`src/rtl/divmod_seq.sv`:
```
// divmod_seq: restoring unsigned divider, one quotient bit per clock; DIV_BY_ZERO_FLAG_EN adds div_err
package parameters;
   localparam int input_size  = 8;
   localparam int output_size = 16;
endpackage

module divmod_seq
   import parameters::*;
(
   input  logic                   clk,
   input  logic                   reset,
   input  logic                   start,
   input  logic [output_size-1:0] dividend,
   input  logic [input_size-1:0]  divisor,
   output logic                   busy,
   output logic                   done,
   output logic [output_size-1:0] quotient,
   output logic [input_size-1:0]  remainder
`ifdef DIV_BY_ZERO_FLAG_EN
   ,
   output logic                   div_err
`endif
);
   localparam int CNT_W = $clog2(output_size + 1);
   typedef enum logic [1:0] {IDLE, RUN, DONE} state_t;
   state_t                 state, state_n;
   logic [output_size-1:0] sh, sh_n;
   logic [input_size-1:0]  dvs, pr, pr_n;
   logic [input_size:0]    trial;
   logic [CNT_W-1:0]       cnt;
   logic                   ge, accept, last;
   // one restoring step: sh shifts the dividend out at the top and the quotient in at the bottom;
   // pr stays below the divisor, so it fits input_size bits except for a zero divisor, where only
   // the low bits matter and end up holding dividend[input_size-1:0]
   always_comb begin
      trial  = {pr, sh[output_size-1]};
      ge     = trial >= {1'b0, dvs};
      pr_n   = ge ? input_size'(trial - {1'b0, dvs}) : trial[input_size-1:0];
      sh_n   = {sh[output_size-2:0], ge};
      accept = start && state != RUN;
      last   = state == RUN && cnt == CNT_W'(1);
   end
   // state register
   always_ff @(posedge clk) begin
      if (reset) state <= IDLE;
      else state <= state_n;
   end
   // next state and handshake outputs
   always_comb begin
      state_n = state;
      busy    = 1'b0;
      done    = 1'b0;
      state_n = state == RUN ? (last ? DONE : RUN) : (start ? RUN : IDLE);
      busy    = state == RUN;
      done    = state == DONE;
   end
   // operand capture, iteration and result load on the edge entering DONE
   always_ff @(posedge clk) begin
      if (reset) begin
         sh        <= '0;
         dvs       <= '0;
         pr        <= '0;
         cnt       <= '0;
         quotient  <= '0;
         remainder <= '0;
`ifdef DIV_BY_ZERO_FLAG_EN
         div_err   <= 1'b0;
`endif
      end else if (accept) begin
         sh  <= dividend;
         dvs <= divisor;
         pr  <= '0;
         cnt <= CNT_W'(output_size);
      end else if (state == RUN) begin
         sh  <= sh_n;
         pr  <= pr_n;
         cnt <= cnt - CNT_W'(1);
         if (last) begin
            quotient  <= sh_n;
            remainder <= pr_n;
`ifdef DIV_BY_ZERO_FLAG_EN
            div_err   <= dvs == '0;
`endif
         end
      end
   end
endmodule
```
`config.mk`:
```
export PLATFORM = sky130hd
export DESIGN_NAME = divmod_seq
export DESIGN_NICKNAME = d
export VERILOG_FILES = /design/src/rtl/divmod_seq.sv
export SDC_FILE = /design/constraint.sdc
export NUM_CORES = 1
export LEC_CHECK = 0
export ABC_AREA = 1
export CAP_MARGIN = 20
export CORE_ASPECT_RATIO = 0.8
export CORE_MARGIN = 2
export CORE_UTILIZATION = 50
export DETAILED_ROUTE_END_ITERATION = 8
export HOLD_SLACK_MARGIN = 0.15
export PLACE_DENSITY = 0.76
export SLEW_MARGIN = 0
export SYNTH_ARGS = -nofsm -noshare
export SYNTH_HDL_FRONTEND = slang
export SYNTH_SLANG_ARGS = --single-unit
```
`constraint.sdc`:
```
create_clock -name clk -period 1.89 [get_ports clk]
set_clock_uncertainty 0.1 [all_clocks]
set_input_delay 0.2835 -clock clk [delete_from_list [all_inputs] [get_ports clk]]
set_output_delay 0.2835 -clock clk [all_outputs]
set_load 0.02 [all_outputs]
```
==> summary.md <==
| Metric | Value |
|---|---|
| Drt total wl | 6640 µm |
| P_sw | ~0.0011 W |
| Post-Route Hold Slack | ~0.35 ns |
| Share of the synthesized area in the top cell type | a little over two fifths |
| DR pass1 iterations | 4 |
| Vias in the first global route | around 2300 |
| Num CTS Buffers | 9 |
| CP startpoint kind | flip-flop |
| Mapped Nets | between 400 and 500 |
| Worst vdd ir | about 460 µV |
| DR DRC count | 0 |
| Final slew viol count | 0 |
| Mapped cell area | 0.00297 mm² |
| Max clock buf depth | 2 |
| Relative slew slack | 68.5% |
| Die height | between 70 and 80 µm |
| Antenna violations before repair | 0 |
| Clock network fraction of design power | about a third |
| Initial Util | ~51% |
| # diodes | 0 |
| P_leak | 1.86 nW |
| Area growth, synth to finish | 33.7% |
| HP Class | flip-flop to flip-flop |
| Yosys warnings | 0 |
| Via count | between 2000 and 3000 |
| Grt ovf | 0 |
| Pint | between 0.002 and 0.0025 W |
| H-tree depth | 3 |
| DIE AREA | ~0.0066 mm² |
| Main area contributors after synthesis | dfxtp_1 43%, nand2_1 16%, inv_1 8.9% |
| Final hold vios | 0 |
| Largest net degree at the start of global routing | 21 |
| Final Cell Area | 0.00396 mm² |
| Top Ports | 53 |
| Clk Latency, worst-skew pair | between 0.3 and 0.4 ns |
| Net Sw Frac | between 30 and 40% |
| Antenna-violating nets left | 0 |
| DP Wirelength | approximately 4800 µm |
| Die width | 90.1 µm |
| Global-route wire length before repair | ~11000 µm |
| Max cap viols | 0 |
| Number of unique standard cell types used by synthesis | 30 |
| Via-to-Cell Ratio | approximately 4.9 |
| Cells after synthesis | between 400 and 500 |
| Most frequent cells in the layout | 121 x nand2_1, 67 x inv_1, 60 x dfxtp_1 |
| Req. time, crit path | 2.08 ns |
| Rows | 25 |
| Sink Count | 63 |
| Avg Inst Size Synth | approximately 7.1 µm² |
| IO buf count | 52 |
| CP endpoint kind | flip-flop |
| Setup Crit Path Kind | flip-flop to flip-flop |
| Share of layout cells above drive strength 1 | 13.6% |
| WL per Instance | between 10 and 15 µm |
| Placed Area | roughly 0.0036 mm² |
| Slew @ Worst Pin | between 0.4 and 0.5 ns |
| Final core utilization | between 60% and 70% |
| CTS tree | yes |
| Power Total | between 0.003 and 0.004 W |
| Most common cell after layout, fill and taps aside | nand2_1 |
| Crit path DAT | roughly 2.0 ns |
| Final setup fails | 0 |
| Max Clk Rate | 0.543 GHz |
| Sequential area share after synthesis | 42.5% |
| Sequential Power Share | between 40% and 50% |
| Gate power share | 25.3% |
| Register bit count reported by yosys | 63 |
| DR iter-0 viols | ~140 |
| Post-route minimum period | 1.84 ns |
| Root Buffer Master | clkbuf_8 |
| Clock transition at path regs | roughly 0.060 ns |
| Filler Cells Inserted | a little over 500 |
| Final net count | between 500 and 600 |
| All-Layer GR Usage | between 20% and 30% |
| RePlAce Congestion | between 0.8 and 0.9 |
| Power Dens Cells | just under 900 mW/mm² |
| Final worst-path cycle share | slightly below 100% |
| Floorplan core area | about 0.0058 mm² |
| Hold-fix buffers, CTS | 0 |
| Status | finished clean |
| CP max FO | 2 |
| Dominant cell type by area after synthesis | dfxtp_1 |
[what timing repair did]
action	4_1_cts	5_1_grt
pin swaps	0	4
gates cloned	0	1
gates resized for setup	2	28
setup buffers	0	4
setup endpoints to repair	3	18
[sequential cells by signal (all words and copies together) (netlist names)]
| name | cells |
|---|---|
| sh | 16 |
| quotient | 16 |
| remainder | 8 |
| state | 2 |
| cnt | 5 |
| dvs | 8 |
| pr | 8 |
[synthesized netlist by cell type]
| library cell | count |
|---|---|
| a21oi_1 | 14 |
| a22o_1 | 1 |
| a31oi_1 | 1 |
| buf_1 | 1 |
| buf_2 | 9 |
| buf_6 | 2 |
| clkbuf_1 | 3 |
| dfxtp_1 | 63 |
| fa_1 | 1 |
| ha_1 | 10 |
| inv_1 | 70 |
| inv_2 | 3 |
| nand2_1 | 127 |
| nand2_2 | 2 |
| nand2_4 | 2 |
| nand3_1 | 25 |
| nand3_2 | 1 |
| nand4_1 | 3 |
| nor2_1 | 27 |
| nor2_2 | 1 |
| nor2_4 | 1 |
| nor3_2 | 1 |
| o21ai_0 | 22 |
| o21ai_1 | 3 |
| o221ai_1 | 14 |
| o221ai_2 | 1 |
| or2_1 | 2 |
| or2_2 | 2 |
| xnor2_1 | 2 |
| xor2_1 | 2 |
[metrics by stage]
| stage | setup slack (ns) | cells | TNS [ns] |
|---|---|---|---|
| floorplan | 0.196 | 416 | 0 |
| global placement | 0.0341 | 544 | 0 |
| detailed placement | -0.00655 | 544 | -0.00655 |
| CTS | 0.0225 | 560 | 0 |
| global route | -0.0445 | 565 | -0.108 |
| finish | 0.0488 | 565 | 0 |
[routing by layer]
| metal | track usage (%) | vias up | wire length, µm |
|---|---|---|---|
| met5 | 0 | - | 0 |
| met1 | 28.2 | 1266 | 3320 |
| met2 | 30.6 | 50 | 2930 |
| li1 | - | 1424 | - |
| met4 | 8.72 | 0 | 91 |
| met3 | 5.58 | 8 | 301 |
[power by group through the flow]
| stage | Clock [W] | Sequential [W] | Combinational, W |
|---|---|---|---|
| floorplan | 0 | 0.00145 | 0.000542 |
| global placement | 0 | 0.00146 | 0.000725 |
| detailed placement | 0 | 0.00146 | 0.000741 |
| CTS | 0.00119 | 0.00143 | 0.000744 |
| global route | 0.00124 | 0.00144 | 0.000989 |
| finish | 0.00117 | 0.00143 | 0.000882 |
[critical path: stages, from the launching register on]
cell and delay [ns]:
dfxtp_1 0.33, inv_1 0.07, ha_2 0.20, fa_2 0.36, inv_1 0.10, nand3_1 0.10
nand3_2 0.10, xor2_2 0.17, nand2_2 0.08, nand2_1 0.07, nand2_1 0.05, nand2_1 0.05
[final timing paths]
check        depth (start not counted)                        end                 startpoint  slack [ns]
max                                 11  remainder[4]$_SDFFE_PP0P_        sh[15]$_SDFFE_PP0P_        0.05
min                                  2  remainder[2]$_SDFFE_PP0P_  remainder[2]$_SDFFE_PP0P_        0.35
max reg2reg                         11  remainder[4]$_SDFFE_PP0P_        sh[15]$_SDFFE_PP0P_        0.05
min reg2reg                          2  remainder[2]$_SDFFE_PP0P_  remainder[2]$_SDFFE_PP0P_        0.35
[layout make-up]
type	count	area (µm²)	share of cell area [%]
multi-input combinational	266	1480	37.3
sequential	63	1260	31.9
clock inverter	4	55.1	1.39
timing repair buffer	66	644	16.3
clock buffer	12	145	3.66
tap	81	101	2.56
inverter	73	274	6.91
[cell families (layout without fill, tap and decap cells)]
logic type	count (synthesis)	count (layout)	share of synthesized area (%)
simple gates	194	195	27.6
xor+xnor	4	4	1.18
buf+inv	88	155	12.0
compound gates	56	56	11.7
fa+ha+maj	11	11	4.89
flops	63	63	42.5
Power figures use the tool's default switching activity.
